File: config.mk
export PLATFORM = sky130hd
export DESIGN_NAME = time_slice_gen_mc
export DESIGN_NICKNAME = d
export VERILOG_FILES = /design/src/rtl/xpu_slice_pkg.sv /design/src/rtl/time_slice_chan.sv /design/src/rtl/time_slice_gen_mc.sv
export SDC_FILE = /design/constraint.sdc
export NUM_CORES = 2
export LEC_CHECK = 0
export BUFFER_PORTS_ARGS = -buffer_cell sky130_fd_sc_hd__buf_2
export CELL_PAD_IN_SITES_DETAIL_PLACEMENT = 1
export CELL_PAD_IN_SITES_GLOBAL_PLACEMENT = 1
export CORE_MARGIN = 5
export CORE_UTILIZATION = 49
export CTS_BUF_LIST = sky130_fd_sc_hd__clkbuf_2
export CTS_CLUSTER_DIAMETER = 200
export DETAILED_ROUTE_END_ITERATION = 6
export PLACE_DENSITY_LB_ADDON = 0.1
export SYNTH_ARGS = -nofsm -noshare
export SYNTH_HDL_FRONTEND = slang
export SYNTH_SLANG_ARGS = --single-unit
File: constraint.sdc
create_clock -name clk -period 3.98 [get_ports clk]
set_input_delay 0.199 -clock clk [delete_from_list [all_inputs] [get_ports clk]]
set_output_delay 0.199 -clock clk [all_outputs]
set_load 0.01 [all_outputs]
File: src/rtl/xpu_slice_pkg.sv
// xpu_slice_pkg: shared config type and window helpers for the time-slice generator
package xpu_slice_pkg;
  localparam int CNT_WIDTH_DEF = 20;
  localparam int CNT_WIDTH_MAX = 32;
  typedef logic [CNT_WIDTH_MAX-1:0] cnt_t;
  typedef struct packed {
    cnt_t total;
    cnt_t start;
    cnt_t stop;
  } slice_cfg_t;
  function automatic logic win_hit(cnt_t cnt, cnt_t start, cnt_t stop);
    return (start <= stop) ? (cnt >= start && cnt <= stop) : (cnt >= start || cnt <= stop);
  endfunction
  // Result is taken modulo 2^CNT_WIDTH by the caller, matching a CNT_WIDTH+1 bit sum truncated
  function automatic cnt_t win_remain(cnt_t cnt, cnt_t total, cnt_t stop);
    return (cnt <= stop) ? stop - cnt : total - cnt + stop + cnt_t'(1);
  endfunction
endpackage

File: src/rtl/time_slice_chan.sv
// time_slice_chan: one channel's period counter, shadow/active config and registered slice outputs
module time_slice_chan import xpu_slice_pkg::*; #(
  parameter int CNT_WIDTH = CNT_WIDTH_DEF
) (
  input  logic                 clk,
  input  logic                 rstn,
  input  logic                 pulse_i,
  input  logic                 resync_i,
  input  logic                 wr_i,
  input  slice_cfg_t           cfg_i,
  input  logic                 en_i,
  output logic                 en_o,
  output logic                 start_o,
  output logic [CNT_WIDTH-1:0] remain_o
);
  logic [CNT_WIDTH-1:0] cnt_q, cnt_d;
  slice_cfg_t sh_q, sh_d, act_q, act_d;
  logic en_q, en_d, commit, live;
  // While disabled the active copy tracks the incoming shadow so enabling starts on the new config
  always_comb begin
    commit = resync_i || (pulse_i && cnt_t'(cnt_q) >= act_q.total);
    sh_d = wr_i ? cfg_i : sh_q;
    en_d = wr_i ? en_i : en_q;
    act_d = !en_q ? sh_d : commit ? sh_q : act_q;
    cnt_d = (!en_q || commit) ? '0 : pulse_i ? cnt_q + CNT_WIDTH'(1) : cnt_q;
    live = en_q && win_hit(cnt_t'(cnt_q), act_q.start, act_q.stop);
  end
  always_ff @(posedge clk) begin
    if (!rstn) begin
      cnt_q <= '0;
      sh_q <= '0;
      act_q <= '0;
      en_q <= 1'b0;
      en_o <= 1'b0;
      start_o <= 1'b0;
      remain_o <= '0;
    end else begin
      cnt_q <= cnt_d;
      sh_q <= sh_d;
      act_q <= act_d;
      en_q <= en_d;
      en_o <= live;
      start_o <= live && !en_o;
      remain_o <= live ? CNT_WIDTH'(win_remain(cnt_t'(cnt_q), act_q.total, act_q.stop)) : '0;
    end
  end
endmodule

File: src/rtl/time_slice_gen_mc.sv
// time_slice_gen_mc: multi-channel TSF time-slice generator with period-boundary config commit
module time_slice_gen_mc import xpu_slice_pkg::*; #(
  parameter int NUM_SLICE = 4,
  parameter int CNT_WIDTH = CNT_WIDTH_DEF,
  parameter int IDX_WIDTH = 4
) (
  input  logic                           clk,
  input  logic                           rstn,
  input  logic                           tsf_pulse_1M,
  input  logic                           tsf_resync,
  input  logic                           cfg_wr,
  input  logic [IDX_WIDTH-1:0]           cfg_idx,
  input  logic [CNT_WIDTH-1:0]           cfg_total,
  input  logic [CNT_WIDTH-1:0]           cfg_start,
  input  logic [CNT_WIDTH-1:0]           cfg_end,
  input  logic                           cfg_en,
  output logic [NUM_SLICE-1:0]           slice_en,
  output logic [NUM_SLICE-1:0]           slice_start,
  output logic [NUM_SLICE*CNT_WIDTH-1:0] slice_remain
);
  slice_cfg_t cfg;
  assign cfg = {cnt_t'(cfg_total), cnt_t'(cfg_start), cnt_t'(cfg_end)};
  // Out-of-range indices match no channel, so such writes fall away
  for (genvar i = 0; i < NUM_SLICE; i++) begin : g_ch
    time_slice_chan #(.CNT_WIDTH(CNT_WIDTH)) u_ch (
      .clk      (clk),
      .rstn     (rstn),
      .pulse_i  (tsf_pulse_1M),
      .resync_i (tsf_resync),
      .wr_i     (cfg_wr && cfg_idx == IDX_WIDTH'(i)),
      .cfg_i    (cfg),
      .en_i     (cfg_en),
      .en_o     (slice_en[i]),
      .start_o  (slice_start[i]),
      .remain_o (slice_remain[i*CNT_WIDTH +: CNT_WIDTH])
    );
  end
endmodule

== Word-level counts from Yosys, hierarchy flattened ==
Index checks and enable logic that the tools add are counted.

* Register bits after elaboration: 940
* Output and inout bits: 88
* Input bits: 70
* Logic and storage cells: 157

* Muxes and demuxes: 20
* Reduce and logical (&&, ||, !) cells: 49
* Eq/ne operators: 7
* Bitwise operators: 1
* Add/sub/neg operators: 20
* Magnitude comparators: 16

{| class="wikitable"
|+ Operators with widths
! operator !! number
|-
| $mux 96 || 12
|-
| $ge 20x32->1 || 8
|-
| $add 20x1->20 const B || 8
|-
| $sub 20x20->20 || 8
|-
| $le 20x32->1 || 4
|-
| $le 32x32->1 || 4
|-
| $add 20x20->20 || 4
|-
| $mux 20 || 4
|-
| $logic_and 1x1->1 || 20
|-
| $logic_or 1x1->1 || 12
|-
| $eq 4x2->1 const B || 2
|-
| $logic_not 1->1 || 8
|-
| $ne 2x2->1 const B || 4
|-
| $reduce_and 2->1 || 4
|-
| $reduce_or 2->1 || 4
|-
| $eq 4x1->1 const B || 1
|-
| $logic_not 4->1 || 1
|-
| $mux 1 || 4
|-
| $not 1->1 || 1
|}

== Longest topological paths before layout ==
* Depth in word-level cells: 5
* Gate-level depth with buffers: 13

== Hierarchy ==
From an unflattened synthesis, not the netlist that was laid out.

* Cells, all modules: 6,322
* Area, all modules: 57,440.1 um^2

{| class="wikitable"
|+ Modules (own cells, without submodules)
! module !! times used !! area each (um^2) !! sequential area each (um^2) !! cells each
|-
| time_slice_chan (g_ch[0].u_ch ...) || 2 || 14,400.1 || 4,704.5 || 1,562
|-
| time_slice_chan (g_ch[1].u_ch) || 1 || 14,624.0 || 4,704.5 || 1,608
|-
| time_slice_chan (g_ch[3].u_ch) || 1 || 13,947.1 || 4,704.5 || 1,584
|-
| time_slice_gen_mc || 1 || 68.8 || 0.0 || 6
|}

== Worst setup path before layout ==
OpenSTA, ideal clock, no wires.

* Path kind: flip-flop to flip-flop
* Start: register g_ch[2].u_ch.act_q[4] in the netlist's numbering
* End: register g_ch[2].u_ch.remain_o[19]
* Library setup time: 0.072 ns
* Path slack: 0.650 ns
* Clock period less this slack: 3.330 ns
* Arrival time: 3.258 ns
* Data required time: 3.908 ns
* Cell stages (with the launch flop): 14
* Cells stage by stage: dfxtp_1 > inv_1 > fa_1 > inv_1 > ha_1 > and3_1 > a21boi_2 > o32a_4 > a221oi_4 > o21ai_2 > a311oi_2 > xnor2_1 > a211oi_1 > mux2i_1

* Word-level cells in the longest chain between the ends: 5
* Elaborated cells on any way between the ends: 11
* Those cells by class: add/sub: 3; order compare: 2; mux: 2; reduce/logical: 4

{| class="wikitable"
|+ RTL lines
! what !! line !! source
|-
| start, declared || time_slice_chan.sv:17 || <nowiki>slice_cfg_t sh_q, sh_d, act_q, act_d;</nowiki>
|-
| start signal, assigned || time_slice_chan.sv:40 || <nowiki>act_q <= act_d;</nowiki>
|-
| branches (longest 5 deep; another with $add 20x20->20) || - ||
|-
| end signal, assigned || time_slice_chan.sv:44 || <nowiki>remain_o <= live ? CNT_WIDTH'(win_remain(cnt_t'(cnt_q), act_q.total, act_q.stop)) : '0;</nowiki>
|-
| end, declared || time_slice_chan.sv:14 || <nowiki>output logic [CNT_WIDTH-1:0] remain_o</nowiki>
|}

Parallel ways; which one is timed is not known.
A chain may end at the register's enable or synchronous reset.

== Final worst setup path ==
* Start: register g_ch[1].u_ch.act_q[4] in the netlist's numbering
* End: register g_ch[1].u_ch.remain_o[19]

* Word-level cells in the longest chain between the ends: 5
* Elaborated cells on any way between the ends: 11
* Those cells by class: add/sub: 3; order compare: 2; mux: 2; reduce/logical: 4

{| class="wikitable"
|+ RTL lines
! what !! line
|-
| start, declared || time_slice_chan.sv:17
|-
| start signal, assigned || time_slice_chan.sv:40
|-
| branches (longest 5 deep; another with $add 20x20->20) || -
|-
| end signal, assigned || time_slice_chan.sv:44
|-
| end, declared || time_slice_chan.sv:14
|}

Parallel ways; which one is timed is not known.

==> run summary <==
OUTCOME
------------------------------------------------------------------------------
Run status                                                        finished, final reports clean

ROUTING
------------------------------------------------------------------------------
Starting DRT DRC Count                                                   3,081
Remaining design rule violation count                                        0
Antenna-violating nets left                                                  0
Initial DRT Pass Iterations                                                  5
Vias post-DR                                                            48,100
Average detailed-routed wire length per instance                       21.0 um
Via/cell ratio                                                            5.76
Total wirelength of the detailed-routed design                          175 mm

FLOORPLANNING
------------------------------------------------------------------------------
Area of the die                                                   114,000 sq um
Row count                                                                  120
Number of top-level pins                                                   158
Die height                                                              338 um
Effective utilization at floorplan                                       0.493
Core box area                                                     107,000 sq um
Die width                                                               338 um

PLACEMENT
------------------------------------------------------------------------------
Final HPWL DP                                                           121 mm
Placed instance area                                              54,500 sq um
Port Buffers                                                               157
GPL Wtd Cong                                                             0.878

SYNTHESIS
------------------------------------------------------------------------------
Number of library cell types mapped by synthesis                            80
Sequential share of the synthesized area                                 0.357
Net count of the mapped netlist                                          7,207
Synthesized cell area                                             52,800 sq um
Synth top area share                                                     0.357
Share of synthesized registers carrying an async set or reset                0
Mean instance size in the synthesized netlist                       8.09 sq um
Top post-synthesis cells by area                                  dfxtp_1 (36%), ha_1 (13%), nand2_1 (6.8%)
Ys flop type                                                           dfxtp_1
Number of enable-type register cells in the synthesized netlist              0
Area leader, netlist                                                   dfxtp_1
Most common cell in the netlist                                        nand2_1
Warnings, synthesis                                                          0
Most numerous cell types in the synthesized netlist               nand2_1 (961), dfxtp_1 (940), inv_1 (548)
Gate count after technology mapping                                      6,525
Flops & latches, synth                                                     940

STA
------------------------------------------------------------------------------
Slew HR                                                                  0.287
Worst-case hold slack                                                   244 ps
Share of the cycle needed by the critical path after routing             0.944
Clock skew after layout                                                 122 ps
RSZ-0062 raised after global routing                                     false
Achievable clock frequency                                           0.266 GHz
Sum Neg Setup Slack                                                       0 ps
Final Critical Period                                                  3760 ps
Endpoints failing setup                                                      0
Slew Viols, Final                                                            0
Final-report hold violation count                                            0
Worst Tran Pin Value                                                   1070 ps

WORST SETUP PATH
------------------------------------------------------------------------------
CP Max Fanout                                                                4
Worst-case register-to-register setup slack                             220 ps
End of the worst register-to-register path                        g_ch[1].u_ch.remain_o[19]
Beginning of the worst register-to-register path                  g_ch[1].u_ch.act_q[4]
CP peak stage delay                                                     550 ps
Worst path arrival time                                                5130 ps
Depth of the worst register-to-register path                                13
Worst path slowest cell                                                   fa_1
Cell chain of the critical path                                   inv_1, fa_1, inv_1, ha_1, a21o_1, or4_1, o21bai_1, a21oi_1, o21ai_0, nand3_1, nor3b_1, or3b_2, a21oi_1
Crit path kind                                                    register to register
Critical path capture point                                       g_ch[1].u_ch.remain_o[19]
Launch point of the critical path                                 g_ch[1].u_ch.act_q[4]
Required arrival time at the worst endpoint                            5360 ps
Endpoint class of the critical path                                   register
Sort of element at the start of the critical path                     register

CELLS AND AREA
------------------------------------------------------------------------------
Post-synthesis to final-layout area growth                               10.6%
Share of the core filled with cells                                      0.545
Number of filler cells placed in the layout                             13,300
Share of layout cells above drive strength 1                             0.101
Layout Cell Area excl Fill                                        58,400 sq um
Fin nets                                                                 7,444

MIN PATH
------------------------------------------------------------------------------
Worst min path class                                              input pin to register

CTS
------------------------------------------------------------------------------
Total clock buffers created by CTS                                         278
Clock tree from TritonCTS                                                built
Number of sinks on the clock net                                           940
Clock transition at the registers of the reported paths                 100 ps
CTS Buffer Depth                                                             4
CTS H-tree lvls                                                              5
Root buf cell                                                         clkbuf_2
Setup fix buffers added after clock tree synthesis                           0
Clk Latency, worst-skew pair                                           1510 ps

GRT
------------------------------------------------------------------------------
Wire length of the first global-routing pass                            273 mm
GRT Overall Usage                                                        0.296
Residual overflow from global routing                                        0
Initial antenna violation count                                             10
Vias in the first global route                                          49,800
Maximum number of pins on one net before global-route repair               158

POWER AND IR DROP
------------------------------------------------------------------------------
Final Power                                                            19.2 mW
Max IR drop VDD                                                         304 uV
Net switching fraction of the power                                      0.311
Relative contribution of combinational cells to total power              0.139
Switching Power                                                        5.96 mW
Int Pwr                                                                13.2 mW
Seq pwr share                                                            0.498
Power density normalized to cell area                              328 nW/um^2
Share of power burned in the clock network                               0.364
P_leak                                                                 25.4 nW

JOB
------------------------------------------------------------------------------
Maxcap violations                                                            0

[stage by stage]
| stage | cells | setup slack [ps] |
|---|---|---|
| 3_5_place_dp | 7731 | 297 |
| 3_3_place_gp | 7731 | 396 |
| 6_report | 8347 | 224 |
| 4_1_cts | 8336 | 188 |
| 5_1_grt | 8337 | 13.2 |
| 2_1_floorplan | 6525 | 650 |
[flip-flops by register name (all words and copies together) (netlist names)]
signal              count
g_ch.u_ch.act_q       384
g_ch.u_ch.remain_o     80
g_ch.u_ch.start_o       4
g_ch.u_ch.en_q          4
g_ch.u_ch.en_o          4
g_ch.u_ch.sh_q        384
g_ch.u_ch.cnt_q        80
[worst min path at each step]
stage / startpoint / to / slack, ps / cells past startpoint
3_3_place_gp: g_ch[1].u_ch.en_o / g_ch[1].u_ch.start_o / 390 / 1
2_1_floorplan: cfg_en / g_ch[1].u_ch.en_q / 330 / 2
6_report: cfg_idx[0] / g_ch[0].u_ch.act_q[0] / 240 / 6
5_1_grt: cfg_idx[0] / g_ch[2].u_ch.act_q[82] / 170 / 6
3_5_place_dp: g_ch[2].u_ch.en_o / g_ch[2].u_ch.start_o / 400 / 1
4_1_cts: cfg_idx[0] / g_ch[0].u_ch.act_q[0] / 30 / 6
[critical path, delay by kind of cell, from the launching register on]
kind / cells / cell delay [ps]
AO/OA/AOI/OAI: 5 / 1070
AND/OR/NAND/NOR: 4 / 1150
flip-flops: 1 / 380
buffers and inverters: 2 / 160
adder cells (fa/ha/maj): 2 / 890
[kinds of logic (layout without fill, tap and decap cells)]
family	after synthesis	count (layout)	share of synthesized area
simple gates	2248	2248	0.191
other cells	0	12	0
xor+xnor	192	192	0.0319
fa+ha+maj	612	612	0.157
mux	86	86	0.0164
buf+inv	981	1388	0.0710
compound gates	1466	1466	0.176
flops	940	940	0.357
[placed cells by master (no fill, tap or decap), types with 9 or more instances in the layout]
cell type	count
dlygate4sd3_1	152
a2111oi_0	10
a21o_1	113
ha_1	532
inv_2	13
or4_1	10
clkinv_1	46
mux2i_1	84
a21oi_1	536
xor2_1	52
nand3_1	164
o211ai_1	23
o31ai_1	30
nand4_1	76
and3_1	202
and4_1	11
o21bai_1	19
o21a_1	46
o21ai_0	280
a31oi_1	40
nand2_1	958
a311oi_1	184
buf_12	15
nor2b_1	47
or3_1	18
inv_1	548
diode_2	12
buf_2	156
nand2b_1	34
nor3_1	89
or2_2	11
nor2_1	531
a221oi_1	9
buf_4	65
clkbuf_2	386
a211oi_1	99
nor4_1	50
dfxtp_1	938
fa_1	80
xnor2_1	140
[power groups by stage]
stage                     clock (mW)  combinational, mW  sequential [mW]
after floorplan                    0               1.72             9.73
after global placement             0               2.41             9.75
after detailed placement           0               2.46             9.75
after CTS                       7.17               2.62             9.53
after global routing            7.72               2.89             9.55
final                           6.96               2.66             9.53
[layer usage]
| layer | global-route usage | vias up | share of wire |
|---|---|---|---|
| li1 | - | 23000 | - |
| met1 | 0.357 | 23500 | 0.41 |
| met2 | 0.508 | 1190 | 0.48 |
| met3 | 0.0677 | 437 | 0.071 |
| met4 | 0.128 | 6 | 0.043 |
| met5 | 0 | - | 0.00023 |
[cell type report]
class	count	area [sq um]	area share
repair buffers	389	3100	0.0531
well taps	1403	1760	0.0301
inverters	549	2070	0.0354
clock buffers	386	1930	0.0331
multi-input cells	4604	30400	0.520
clock inverters	64	297	0.00508
diodes	12	30.0	0.000515
flip-flops and latches	940	18800	0.322
[timing repair]
| item | CTS | global route |
|---|---|---|
| endpoints found under the setup margin | 0 | 8 |
| gates resized for setup | 0 | 5 |
| hold endpoints to repair | 936 | 0 |
| hold buffers | 155 | 0 |
Note: power is estimated with default switching activity, not from simulation.
